`config.mk`:
```
export PLATFORM = sky130hd
export DESIGN_NAME = ready_scoreboard
export DESIGN_NICKNAME = d
export VERILOG_FILES = /design/src/rtl/ready_scoreboard_pkg.sv /design/src/rtl/ready_scoreboard_popcount30.sv /design/src/rtl/ready_scoreboard.sv
export SDC_FILE = /design/constraint.sdc
export NUM_CORES = 1
export LEC_CHECK = 0
export BUFFER_PORTS_ARGS = -buffer_cell sky130_fd_sc_hd__buf_2
export CORE_MARGIN = 1.5
export CORE_UTILIZATION = 55
export CTS_BUF_LIST = sky130_fd_sc_hd__clkbuf_8
export DETAILED_ROUTE_END_ITERATION = 8
export PLACE_DENSITY = 0.78
export SYNTH_ARGS = -nofsm -noshare
export SYNTH_HDL_FRONTEND = slang
export SYNTH_SLANG_ARGS = --single-unit
```
`constraint.sdc`:
```
create_clock -name clk -period 5.8 [get_ports clk]
set_input_delay 1.16 -clock clk [delete_from_list [all_inputs] [get_ports clk]]
set_output_delay 1.16 -clock clk [all_outputs]
set_load 0.01 [all_outputs]
```
`src/rtl/ready_scoreboard_pkg.sv`:
```
// Shared defines for the ready scoreboard: tag geometry, reserved-tag count,
// done-flag width and the tag-to-one-hot decode used by rename/issue logic.
package ready_scoreboard_pkg;

  // Physical register tag width.
  localparam int TAG_W = 5;

  // Tags 0 and 1 are hard-wired ready and never tracked.
  localparam int NUM_RSVD = 2;

  // One done flag per tracked tag (tags 2..31).
  localparam int DONE_W = 30;

  // Renamed operand field: a tag plus its ready bit.
  localparam int RENAMED_OP_SZ = TAG_W + 1;

  // Width of the pending counter (holds 0..DONE_W).
  localparam int CNT_W = 5;

  // Decode a tag into the done-flag bit space. Reserved and out-of-range
  // tags decode to all zeros, so they can never touch state or errors.
  function automatic logic [DONE_W-1:0] tag_onehot(input logic [31:0] tag);
    logic [DONE_W-1:0] oh;
    oh = '0;
    for (int k = 0; k < DONE_W; k++) begin
      oh[k] = (tag == 32'(k + NUM_RSVD));
    end
    return oh;
  endfunction

endpackage

```
`src/rtl/ready_scoreboard_popcount30.sv`:
```
// Population count of a 30-bit vector; used for the pending-tag counter.
module popcount30
  import ready_scoreboard_pkg::*;
(
  input  logic [DONE_W-1:0] bits,
  output logic [CNT_W-1:0]  count
);

  // Plain adder chain; synthesis rebalances it into a tree.
  always_comb begin
    count = '0;
    for (int i = 0; i < DONE_W; i++) begin
      count = count + CNT_W'(bits[i]);
    end
  end

endmodule

```
`src/rtl/ready_scoreboard.sv`:
```
// Ready scoreboard: one done flag per physical tag 2..31, cleared on
// allocation, set on writeback, forced all-ones on flush. Also tracks the
// number of pending tags and sticky protocol errors.
//
// Optional feature: define SCOREBOARD_BYPASS_EN to OR same-cycle writebacks
// into done_flags combinationally (zero-cycle wakeup). pending_count and err
// are the same in both builds.
//
// Interface semantics: alloc_valid, wb_valid[p] and flush are single-cycle
// strobes sampled on the rising edge of clk. There is no back-pressure; the
// scoreboard accepts every strobe in the cycle it is presented.
module ready_scoreboard
  import ready_scoreboard_pkg::*;
#(
  parameter int NUM_WB = 2,
  parameter int TAG_W  = ready_scoreboard_pkg::TAG_W
) (
  input  logic                    clk,
  input  logic                    rst,
  input  logic                    alloc_valid,
  input  logic [TAG_W-1:0]        alloc_tag,
  input  logic [NUM_WB-1:0]       wb_valid,
  input  logic [NUM_WB*TAG_W-1:0] wb_tag,
  input  logic                    flush,
  output logic [DONE_W-1:0]       done_flags,
  output logic [CNT_W-1:0]        pending_count,
  output logic [1:0]              err
);

  logic [DONE_W-1:0] flags_q;
  logic [DONE_W-1:0] flags_next;
  logic [DONE_W-1:0] alloc_oh;
  logic [DONE_W-1:0] wb_oh;
  logic [CNT_W-1:0]  count_q;
  logic [CNT_W-1:0]  count_next;
  logic [1:0]        err_q;
  logic [1:0]        err_next;
  logic              wb_done_hit;
  logic              alloc_pend_hit;

  // Decode this cycle's allocation and writebacks into flag space.
  // Several ports naming the same tag simply OR together.
  always_comb begin
    alloc_oh = alloc_valid ? tag_onehot(32'(alloc_tag)) : '0;
    wb_oh    = '0;
    for (int p = 0; p < NUM_WB; p++) begin
      if (wb_valid[p]) begin
        wb_oh = wb_oh | tag_onehot(32'(wb_tag[p*TAG_W +: TAG_W]));
      end
    end
  end

  // Next flag state: set by writebacks, then cleared by allocation so a
  // same-cycle alloc of a written-back tag leaves it pending. Flush wins.
  always_comb begin
    if (flush) begin
      flags_next = '1;
    end else begin
      flags_next = (flags_q | wb_oh) & ~alloc_oh;
    end
  end

  // Error detection. A writeback to an already-done tag is only legal when
  // the same cycle re-allocates it; an allocation of a pending tag is only
  // legal when the same cycle completes it. Nothing is flagged on flush.
  always_comb begin
    wb_done_hit    = |(wb_oh & flags_q & ~alloc_oh);
    alloc_pend_hit = |(alloc_oh & ~flags_q & ~wb_oh);
    err_next       = err_q;
    if (!flush) begin
      err_next[0] = err_q[0] | wb_done_hit;
      err_next[1] = err_q[1] | alloc_pend_hit;
    end
  end

  // Count pending tags of the next state so the registered count lines up
  // exactly with the registered flags.
  popcount30 u_popcount (
    .bits  (~flags_next),
    .count (count_next)
  );

  // State registers; reset makes every tag ready and clears sticky errors.
  always_ff @(posedge clk or posedge rst) begin
    if (rst) begin
      flags_q <= '1;
      count_q <= '0;
      err_q   <= '0;
    end else begin
      flags_q <= flags_next;
      count_q <= count_next;
      err_q   <= err_next;
    end
  end

`ifdef SCOREBOARD_BYPASS_EN
  // Zero-cycle wakeup: expose same-cycle writebacks immediately, except for
  // a tag being re-allocated in that cycle. Flush reads as all ready.
  always_comb begin
    if (flush) begin
      done_flags = '1;
    end else begin
      done_flags = flags_q | (wb_oh & ~alloc_oh);
    end
  end
`else
  // Purely registered view of the flags.
  always_comb begin
    done_flags = flags_q;
  end
`endif

  assign pending_count = count_q;
  assign err           = err_q;

endmodule

```
==> impl_metrics.tcl <==
set metrics [dict create \
    slew_viol_final 0 \
    fp.coreArea_sq_um 5990 \
    hpwlAfterDp_microns 10500 \
    worstSetupPathType "in2reg" \
    wl_microns 17900 \
    register_area_sq_um 963 \
    critPathMaxFanout 8 \
    clkLatencyLatePin_ps 330 \
    row_count 28 \
    async_reset_ff_share_pct 100 \
    power_density_nw_per_um2 133 \
    dieHeight_microns 82.3 \
    power_mw 0.719 \
    final_util_pct 89.9 \
    drive_gt1_share_pct 53.7 \
    io_buffers 57 \
    fill_cells 271 \
    arrival_ps 6580 \
    p_leak_nw 2.54 \
    synth_seq_cells 37 \
    pwr-share-comb_pct 26.4 \
    fin_worst_skew_ps 26.1 \
    violations "DRC, setup timing" \
    synth_cells 392 \
    min_period_over_period_pct 110 \
    tritoncts "yes" \
    post-route-min-period_ps 6360 \
    hold_class "reg2reg" \
    ant_nets 0 \
    synth.top_cell.area_share_pct 22.8 \
    fp.dieW_microns 82.3 \
    multiInputGateArea_sq_um 2500 \
    yosys_warnings 0 \
    synth.distinct_cells 53 \
    synthTopCellsByArea "dfstp_2, fa_1, nor2_1" \
    dieArea_sq_um 6770 \
    p_int_mw 0.489 \
    max-cap-violations 0 \
    syn_nets 443 \
    grt_pass1_vias 4479 \
    drtIter0Drc 1011 \
    start_util_pct 57.7 \
    avgSynthCellArea_sq_um 8.82 \
    grt_start_max_net_pins 38 \
    wl_per_cell_microns 27.0 \
    cts_sinks 37 \
    synth_edf_count 0 \
    tightest_slew_ps 986 \
    track_usage_pct 54.3 \
    critPathCaptureType "flop" \
    swShare_pct 31.9 \
    rsz0062_at_grt "yes" \
    antenna_found_initial 2 \
    fin_ws_ps -558 \
    vias_per_cell 6.98 \
    io_pins 58 \
    reg2reg_depth 17 \
    holdPathStages 2 \
    layout_common_cells "buf_4, nor2_1, buf_2" \
    routabilityCongestion 0.986 \
    cp.required_ps 6020 \
    seq_area_frac_synth_pct 27.9 \
    max_freq_ghz 0.157 \
    syn_area_sq_um 3460 \
    grt_pass1_wl_microns 25600 \
    cts_root_buf "clkbuf_8" \
    cts.htree.levels 2 \
    drc 21 \
    status "finished, violations left" \
    mostFrequentLayoutCell "buf_4" \
    start_kind "input port" \
    hold_viol_final 0 \
    slew-limit-headroom_pct 34.2 \
    seqPwrFrac_pct 37.9 \
    clkTransAtPathRegs_ps 110 \
    peakVddDrop_mv 0.129 \
    synth_top_cell_by_area "dfstp_2" \
    power_frac_clock_pct 35.7 \
    cts_made_buffers 5 \
    power_switching_mw 0.229 \
    syn_to_final_growth_pct 55.8 \
    cts_buffer_depth 2 \
    fin_nets 637 \
    grt.overflow.total 0 \
    drt_pass1_iterations 9 \
    route.vias.total 4627 \
    setup_viol 4 \
    synthFlopType "dfstp_2" \
]
[cell usage after synthesis, drive strengths merged (3+ instances only)]
| cell type | count |
|---|---|
| and2 | 7 |
| nand3b | 7 |
| and4b | 8 |
| a22oi | 26 |
| ha | 8 |
| a22o | 14 |
| fa | 22 |
| a21oi | 4 |
| dfstp | 30 |
| nand4 | 6 |
| nand4b | 3 |
| nor3 | 3 |
| or3 | 3 |
| inv | 48 |
| nor4 | 5 |
| clkbuf | 11 |
| xnor2 | 3 |
| o21ai | 23 |
| nor2b | 10 |
| nand2 | 5 |
| a221oi | 15 |
| dfrtp | 7 |
| nand4bb | 3 |
| o221ai | 3 |
| nand3 | 6 |
| or2 | 5 |
| nor3b | 3 |
| nand2b | 4 |
| buf | 11 |
| nor2 | 63 |
| and4bb | 6 |
[worst paths after layout]
check / start / to / slack, ps
max: wb_tag[5] / pending_count[4] / -560
min: err[0] / err[0] / 620
max reg2reg: done_flags[0] / pending_count[4] / 200
min reg2reg: err[0] / err[0] / 620
max in group asynchronous: rst / done_flags[8] / 4440
min in group asynchronous: rst / err[0] / 950
[final cells by class]
cell class | count | share of cell area (%)
Antenna cell | 1 | 0.0465
Clock buffer | 6 | 1.53
Clock inverter | 2 | 0.697
Inverter | 48 | 3.34
Multi-Input combinational cell | 285 | 46.4
Sequential cell | 37 | 17.9
Tap cell | 75 | 1.74
Timing Repair Buffer | 209 | 28.3
[critical path: stages]
cell and delay (ps):
buf_2 210, nor2b_4 110, a22oi_2 230, nor2b_4 240
nor2_2 80, nor2_4 160, ha_4 220, fa_2 610
fa_1 440, fa_1 520, fa_1 430, fa_1 520
fa_1 440, fa_2 380, inv_2 80, fa_2 230
inv_2 40, a21o_1 160, a21oi_2 150, xnor2_1 150
[stage by stage]
step           setup TNS, ps  instances  setup WS [ps]  cell area [sq um]  hold WS [ps]
2_1_floorplan           -610        392           -329               3520           554
3_3_place_gp           -2500        607           -723               4590           567
3_5_place_dp           -3050        607           -898               4590           562
4_1_cts                -1430        662           -458               5250           584
5_1_grt                -2390        663           -787               5390           652
6_report               -1510        663           -558               5390           622
[routing by layer]
metal / wire (microns) / global-route usage [%]
met1: 5650 / 55.9
met2: 7590 / 79.9
met3: 2660 / 34.3
met4: 1910 / 37.8
met5: 91 / 5.83
[repair_timing]
action                     in CTS  in global routing
resized for setup              47                 42
cloned                          0                  0
hold buffers                    0                  0
pin swaps                      11                 17
setup endpoints to repair       4                  6
buffers inserted               47                  9
[power groups by stage]
stage                     combinational (mW)  clock, mW  sequential, mW
after floorplan                       0.0721          0           0.278
after global placement                 0.144          0           0.275
after detailed placement               0.149          0           0.275
after CTS                              0.163      0.247           0.271
after global routing                   0.200      0.264           0.272
final                                  0.190      0.257           0.272
[registers in the layout, indices dropped and copies added (netlist names)]
| register | count |
|---|---|
| done_flags | 30 |
| err | 2 |
| pending_count | 5 |
[cell families after synthesis]
logic type,Yosys count,synth area share [%]
compound gates,97,20.6
flops,37,27.9
xor+xnor,3,0.760
buf+inv,70,8.32
fa+ha+maj,30,15.6
simple gates,155,26.8
Note: power is estimated with default switching activity, not from simulation.
